--- src/rtl/mem_bus_arbiter.sv ---
// Memory port arbiter shared by icache and dcache, with load-tag ownership tracking.
// Optional performance counters are compiled in when MEM_ARB_PERF_EN is defined.
module mem_bus_arbiter #(
    parameter int STARVE_LIMIT = 4,
    parameter int NUM_TAGS     = 16
) (
    input  logic        clock,
    input  logic        reset,
    input  logic [1:0]  ic_command,
    input  logic [31:0] ic_addr,
    input  logic [1:0]  dc_command,
    input  logic [31:0] dc_addr,
    input  logic [63:0] dc_data,
    input  logic        ic_flush,
    input  logic [3:0]  mem2proc_response,
    input  logic [3:0]  mem2proc_tag,
    input  logic [63:0] mem2proc_data,
    output logic [1:0]  mem_command,
    output logic [31:0] mem_addr,
    output logic [63:0] mem_data,
    output logic [3:0]  ic_response,
    output logic [3:0]  dc_response,
    output logic [3:0]  ic_ret_tag,
    output logic [3:0]  dc_ret_tag,
    output logic [63:0] ret_data,
    output logic        orphan_ret
`ifdef MEM_ARB_PERF_EN
    ,
    output logic [31:0] perf_ic_grants,
    output logic [31:0] perf_dc_grants,
    output logic [31:0] perf_ic_stall_cycles
`endif
);

    typedef enum logic [1:0] {
        BUS_NONE  = 2'h0,
        BUS_LOAD  = 2'h1,
        BUS_STORE = 2'h2
    } bus_cmd_e;

    localparam int CNT_W = $clog2(STARVE_LIMIT + 1);

    logic             ic_req, dc_req;
    logic             ic_grant, dc_grant;
    logic             accepted, accept_load;
    logic             ret_hit, ret_miss, overwrite;
    logic [CNT_W-1:0] starve_cnt_q, starve_cnt_d;

    // Owner table, one bit per tag; bit 0 is never written because tag 0 means "no tag".
    logic [NUM_TAGS-1:0] valid_q, valid_d;
    logic [NUM_TAGS-1:0] owner_dc_q, owner_dc_d;
    logic [NUM_TAGS-1:0] live_q, live_d;

    assign ic_req = (ic_command != BUS_NONE);
    assign dc_req = (dc_command != BUS_NONE);

    // Dcache has priority until the icache has waited through STARVE_LIMIT dcache grants.
    assign dc_grant = dc_req && !(ic_req && (starve_cnt_q == CNT_W'(STARVE_LIMIT)));
    assign ic_grant = ic_req && !dc_grant;

    assign accepted    = (ic_grant || dc_grant) && (mem2proc_response != 4'd0);
    assign accept_load = accepted && ((ic_grant ? ic_command : dc_command) == BUS_LOAD);

    assign ret_hit  = (mem2proc_tag != 4'd0) && valid_q[mem2proc_tag];
    assign ret_miss = (mem2proc_tag != 4'd0) && !valid_q[mem2proc_tag];
    // A tag returning this very cycle is being freed, so reusing it is not a collision.
    assign overwrite = accepted && valid_q[mem2proc_response] &&
                       !(ret_hit && (mem2proc_tag == mem2proc_response));

    always_comb begin
        mem_command = BUS_NONE;
        ic_response = 4'd0;
        dc_response = 4'd0;
        ic_ret_tag  = 4'd0;
        dc_ret_tag  = 4'd0;
        orphan_ret  = 1'b0;
        if (!reset) begin
            if (ic_grant) begin
                mem_command = ic_command;
                ic_response = mem2proc_response;
            end else if (dc_grant) begin
                mem_command = dc_command;
                dc_response = mem2proc_response;
            end
            if (ret_hit && owner_dc_q[mem2proc_tag]) begin
                dc_ret_tag = mem2proc_tag;
            end else if (ret_hit && live_q[mem2proc_tag]) begin
                ic_ret_tag = mem2proc_tag;
            end
            orphan_ret = ret_miss || overwrite;
        end
    end

    assign mem_addr = dc_grant ? dc_addr : ic_addr;
    assign mem_data = dc_data;
    assign ret_data = mem2proc_data;

    always_comb begin
        starve_cnt_d = starve_cnt_q;
        if (!ic_req || ic_grant) begin
            starve_cnt_d = '0;
        end else if (dc_grant && (starve_cnt_q != CNT_W'(STARVE_LIMIT))) begin
            starve_cnt_d = starve_cnt_q + CNT_W'(1);
        end
    end

    // NOTE: every table bit gets its hold value first, so no path through this block infers a latch.
    always_comb begin
        valid_d    = valid_q;
        owner_dc_d = owner_dc_q;
        live_d     = live_q;
        if (ic_flush) begin
            for (int i = 1; i < NUM_TAGS; i++) begin
                if (valid_q[i] && !owner_dc_q[i]) begin
                    live_d[i] = 1'b0;
                end
            end
        end
        if (ret_hit) begin
            valid_d[mem2proc_tag]    = 1'b0;
            owner_dc_d[mem2proc_tag] = 1'b0;
            live_d[mem2proc_tag]     = 1'b0;
        end
        // Applied last so a same-cycle return of this tag is overridden by the new owner.
        if (accept_load) begin
            valid_d[mem2proc_response]    = 1'b1;
            owner_dc_d[mem2proc_response] = dc_grant;
            live_d[mem2proc_response]     = dc_grant || !ic_flush;
        end
    end

    // NOTE: the owner table is reset, unlike a data RAM, because stale valid bits would misroute returns.
    always_ff @(posedge clock) begin
        if (reset) begin
            starve_cnt_q <= '0;
            valid_q      <= '0;
            owner_dc_q   <= '0;
            live_q       <= '0;
        end else begin
            starve_cnt_q <= starve_cnt_d;
            valid_q      <= valid_d;
            owner_dc_q   <= owner_dc_d;
            live_q       <= live_d;
        end
    end

`ifdef MEM_ARB_PERF_EN
    logic [31:0] perf_ic_grants_q, perf_dc_grants_q, perf_ic_stall_q;

    always_ff @(posedge clock) begin
        if (reset) begin
            perf_ic_grants_q <= '0;
            perf_dc_grants_q <= '0;
            perf_ic_stall_q  <= '0;
        end else begin
            if (accepted && ic_grant) perf_ic_grants_q <= perf_ic_grants_q + 32'd1;
            if (accepted && dc_grant) perf_dc_grants_q <= perf_dc_grants_q + 32'd1;
            if (ic_req && !ic_grant)  perf_ic_stall_q  <= perf_ic_stall_q + 32'd1;
        end
    end

    assign perf_ic_grants       = perf_ic_grants_q;
    assign perf_dc_grants       = perf_dc_grants_q;
    assign perf_ic_stall_cycles = perf_ic_stall_q;
`endif

endmodule

--- config.mk ---
export PLATFORM = sky130hd
export DESIGN_NAME = mem_bus_arbiter
export DESIGN_NICKNAME = d
export VERILOG_FILES = /design/src/rtl/mem_bus_arbiter.sv
export SDC_FILE = /design/constraint.sdc
export NUM_CORES = 1
export LEC_CHECK = 0
export CORE_AREA = 8 8 144 146
export CTS_BUF_LIST = sky130_fd_sc_hd__clkbuf_4 sky130_fd_sc_hd__clkbuf_8
export DETAILED_ROUTE_END_ITERATION = 6
export DIE_AREA = 0 0 152 154
export PLACE_DENSITY = 0.73
export SLEW_MARGIN = 10
export SYNTH_ARGS = -nofsm -noshare
export SYNTH_HDL_FRONTEND = slang
export SYNTH_SLANG_ARGS = --single-unit
--- constraint.sdc ---
create_clock -name clock -period 3 [get_ports clock]
set_input_delay 0.6 -clock clock [delete_from_list [all_inputs] [get_ports clock]]
set_output_delay 0.6 -clock clock [all_outputs]
set_load 0.05 [all_outputs]
==> flow_metrics.py <==
metrics = {
    "outcome": {
        "status": "finished, violations left",
        "violations": "negative setup slack",
    },
    "sta": {
        "worst_pin_slew_ns": 0.561,
        "maxSlewHeadroom_pct": 62.5,
        "fin_crit_sh_pct": 102,
        "setup_violations": 6,
        "hold_viol_final": 0,
        "min_period_ns": 3.07,
        "maxSlewViolCount": 0,
        "rsz0062_at_grt": "yes",
        "setup-tns-final_ns": -0.210,
        "fin_ws_ns": -0.0661,
        "fmaxAchievable_ghz": 0.326,
        "fin_worst_skew_ns": 0.0125,
    },
    "drt": {
        "dr.pass1.iters": 5,
        "avgViaCountPerCell": 4.98,
        "wirelength_um": 15800,
        "drc": 0,
        "drt_iter0_drc": 337,
        "ant_nets": 0,
        "num_vias": 3788,
        "avgRoutedWirePerCell_um": 20.8,
    },
    "worst_setup_path": {
        "cp-end-kind": "output pin",
        "criticalPathCategory": "in -> out",
        "slowest_stage": "or4_4",
        "cp_cell_sequence": "buf_8 > buf_12 > mux2i_1 > mux4_2 > or4_4 > a21oi_4 > and2_4 > buf_12",
        "cp-start-kind": "input port",
        "critPathMaxFanout": 7,
        "crit_path_frequent_cell": "buf_12",
        "crit_path_max_incr_delay_ns": 0.53,
        "cp_top_family": "simple AND/OR/NAND/NOR gates",
        "worst-path-buf-inv": 3,
        "worstPathArrival_ns": 2.47,
        "cp.required_ns": 2.40,
    },
    "power": {
        "p_leak_uw": 0.00239,
        "seq_power_share_pct": 36.7,
        "power_density_nw_per_um2": 321,
        "clock_power_share_pct": 24.9,
        "comb_power_share_pct": 38.4,
        "p_int_uw": 1300,
        "switchingPower_uw": 603,
        "p_sw_share_pct": 31.7,
        "ir_worst_vdd_v": 0.000146,
    },
    "global_routing": {
        "grt_pass1_vias": 3922,
        "grt_pass1_wl_um": 23600,
        "overflow": 0,
        "antenna_found_initial": 1,
        "grt_usage_pct": 12.9,
        "grt_max_degree": 33,
    },
    "synth": {
        "async_flop_share_pct": 0,
        "ys_ff_latch": 51,
        "ys_top_cells_by_area": "dfxtp_1, buf_4, mux2i_1",
        "synth_enable_flop_cells": 0,
        "synthCells": 503,
        "synth.distinct_cells": 41,
        "netlist_area_um2": 4420,
        "yosys.area.top_type_share_pct": 23.1,
        "synth-seq-area-share_pct": 23.1,
        "syn_avg_cell_area_um2": 8.80,
        "synth_nets": 712,
        "synth_area_leader_cell": "dfxtp_1",
        "synth_flop_cell": "dfxtp_1",
        "ys_warn_count": 0,
    },
    "floorplan": {
        "die-area_um2": 23400,
        "core-area_um2": 18500,
        "start_util_pct": 24.0,
        "die_w_um": 152,
        "rows": 50,
        "io-pin-count": 386,
        "dieHeight_um": 154,
    },
    "place": {
        "dp_cells": 747,
        "dpl.hpwl_um": 12800,
        "port_buffers": 129,
        "gp_congestion": 0.904,
    },
    "finish": {
        "nets": 735,
        "syn2layout_area_growth_pct": 33.9,
        "diodes": 0,
        "final_cells": 760,
        "final_core_util_pct": 32.1,
        "drive_above_1_share_pct": 32.7,
    },
    "cts": {
        "cts_tree": "yes",
        "htree_num_levels": 2,
        "cts.clk_slew.worst_paths_ns": 0.10,
        "insertion_delay_ns": 0.31,
        "cts.path.max_buffers": 2,
        "cts_root_buffer": "clkbuf_8",
        "cts_made_buffers": 5,
        "cts_sinks": 51,
    },
    "min_path": {
        "min_path_type": "reg -> reg",
    },
    "run": {
        "cap_viol_max_count": 0,
    },
}
sequential cells by signal (all words and copies together) (netlist names):
register and cells:
owner_dc_q 16, valid_q 16, live_q 16, starve_cnt_q 3
synth_stat cells (4+ instances only):
cell type,instances
clkbuf_1,20
mux4_2,9
nand2_1,30
nand2b_1,4
a22oi_1,4
mux2_2,32
o21ai_0,12
mux2i_1,38
nand3_1,32
nor2b_1,14
clkbuf_8,5
mux4_1,4
nand4_1,6
a31oi_1,15
and2_1,14
dfxtp_1,51
nor2_1,14
nand3b_1,15
buf_4,129
a21oi_1,19
layout make-up:
| class | instances | area [µm²] |
|---|---|---|
| Clock buffer | 5 | 68.8 |
| Clock inverter | 2 | 37.5 |
| Fill cell | 1854 | 12500 |
| Inverter | 3 | 11.3 |
| Multi-Input combinational cell | 292 | 2340 |
| Sequential cell | 51 | 1020 |
| Tap cell | 234 | 293 |
| Timing Repair Buffer | 173 | 2150 |
placed cells by master (no fill, tap or decap), drive strengths merged, types with 15 or more instances in the layout:
master,synthesis,routed
buf,132,95
a21oi,20,20
mux2i,38,38
nand3,32,32
nand2,30,30
mux2,32,32
nand3b,15,15
a31oi,15,15
dfxtp,51,51
clkdlybuf4s50,0,73
path summary, 6_finish.rpt:
check | slack (ns) | cells past startpoint | from | endpoint
worst max register to register | 1.25 | 8 | starve_cnt_q[0]$_SDFFE_PP0P_ | owner_dc_q[13]$_SDFF_PP0_
worst max-delay path | -0.07 | 8 | mem2proc_tag[0] | dc_ret_tag[1]
worst min-delay path | 0.46 | 1 | starve_cnt_q[0]$_SDFFE_PP0P_ | starve_cnt_q[0]$_SDFFE_PP0P_
worst min register to register | 0.46 | 1 | starve_cnt_q[0]$_SDFFE_PP0P_ | starve_cnt_q[0]$_SDFFE_PP0P_
kinds of logic (layout without fill, tap and decap cells):
kind of cell    Yosys count  count (layout)  share of synthesized area, %
mux                      83              83                          23.7
compound gates           62              62                          8.51
simple gates            140             140                          17.0
fa+ha+maj                 2               2                         0.566
flops                    51              51                          23.1
buf+inv                 160             183                          26.2
xor+xnor                  5               5                         0.990
power groups by stage:
stage	clock network [µW]	registers [µW]	logic [µW]
5_1_grt	509	699	764
6_report	474	697	731
2_1_floorplan	0	709	802
4_1_cts	476	697	731
3_5_place_dp	0	713	709
3_3_place_gp	0	713	705
layer usage:
layer | track usage (%) | up-vias | part of all wire, %
met1 | 12.6 | 1763 | 33
met3 | 5.61 | 97 | 11
met5 | 1.51 | - | 0.42
met4 | 7.90 | 4 | 5.8
li1 | - | 1675 | -
met2 | 22.1 | 249 | 50
per-stage QoR:
| stage | power [µW] | setup WS [ns] | area, µm² | hold slack [ns] |
|---|---|---|---|---|
| 2_1_floorplan | 1510 | -0.00221 | 4430 | 0.417 |
| 3_3_place_gp | 1420 | -0.557 | 5630 | 0.432 |
| 3_5_place_dp | 1420 | -0.568 | 5630 | 0.446 |
| 4_1_cts | 1900 | -0.0969 | 5890 | 0.462 |
| 5_1_grt | 1970 | -0.114 | 5930 | 0.487 |
| 6_report | 1900 | -0.0661 | 5930 | 0.456 |
worst reg2reg max path: cells and delay by family, from the launching register on:
family          cells  cell delay [ns]
buf+inv             2             0.28
flops               1             0.36
fa+ha+maj           1             0.23
compound gates      2             0.23
simple gates        2             0.35
mux                 1             0.17
repair_timing:
action	in CTS	in global routing
buffers inserted	5	0
hold buffers	0	0
endpoints found under the setup margin	9	16
pin swaps	6	6
gates cloned	1	0
resized for setup	30	12
No activity file was read; power rests on OpenSTA's default activity.
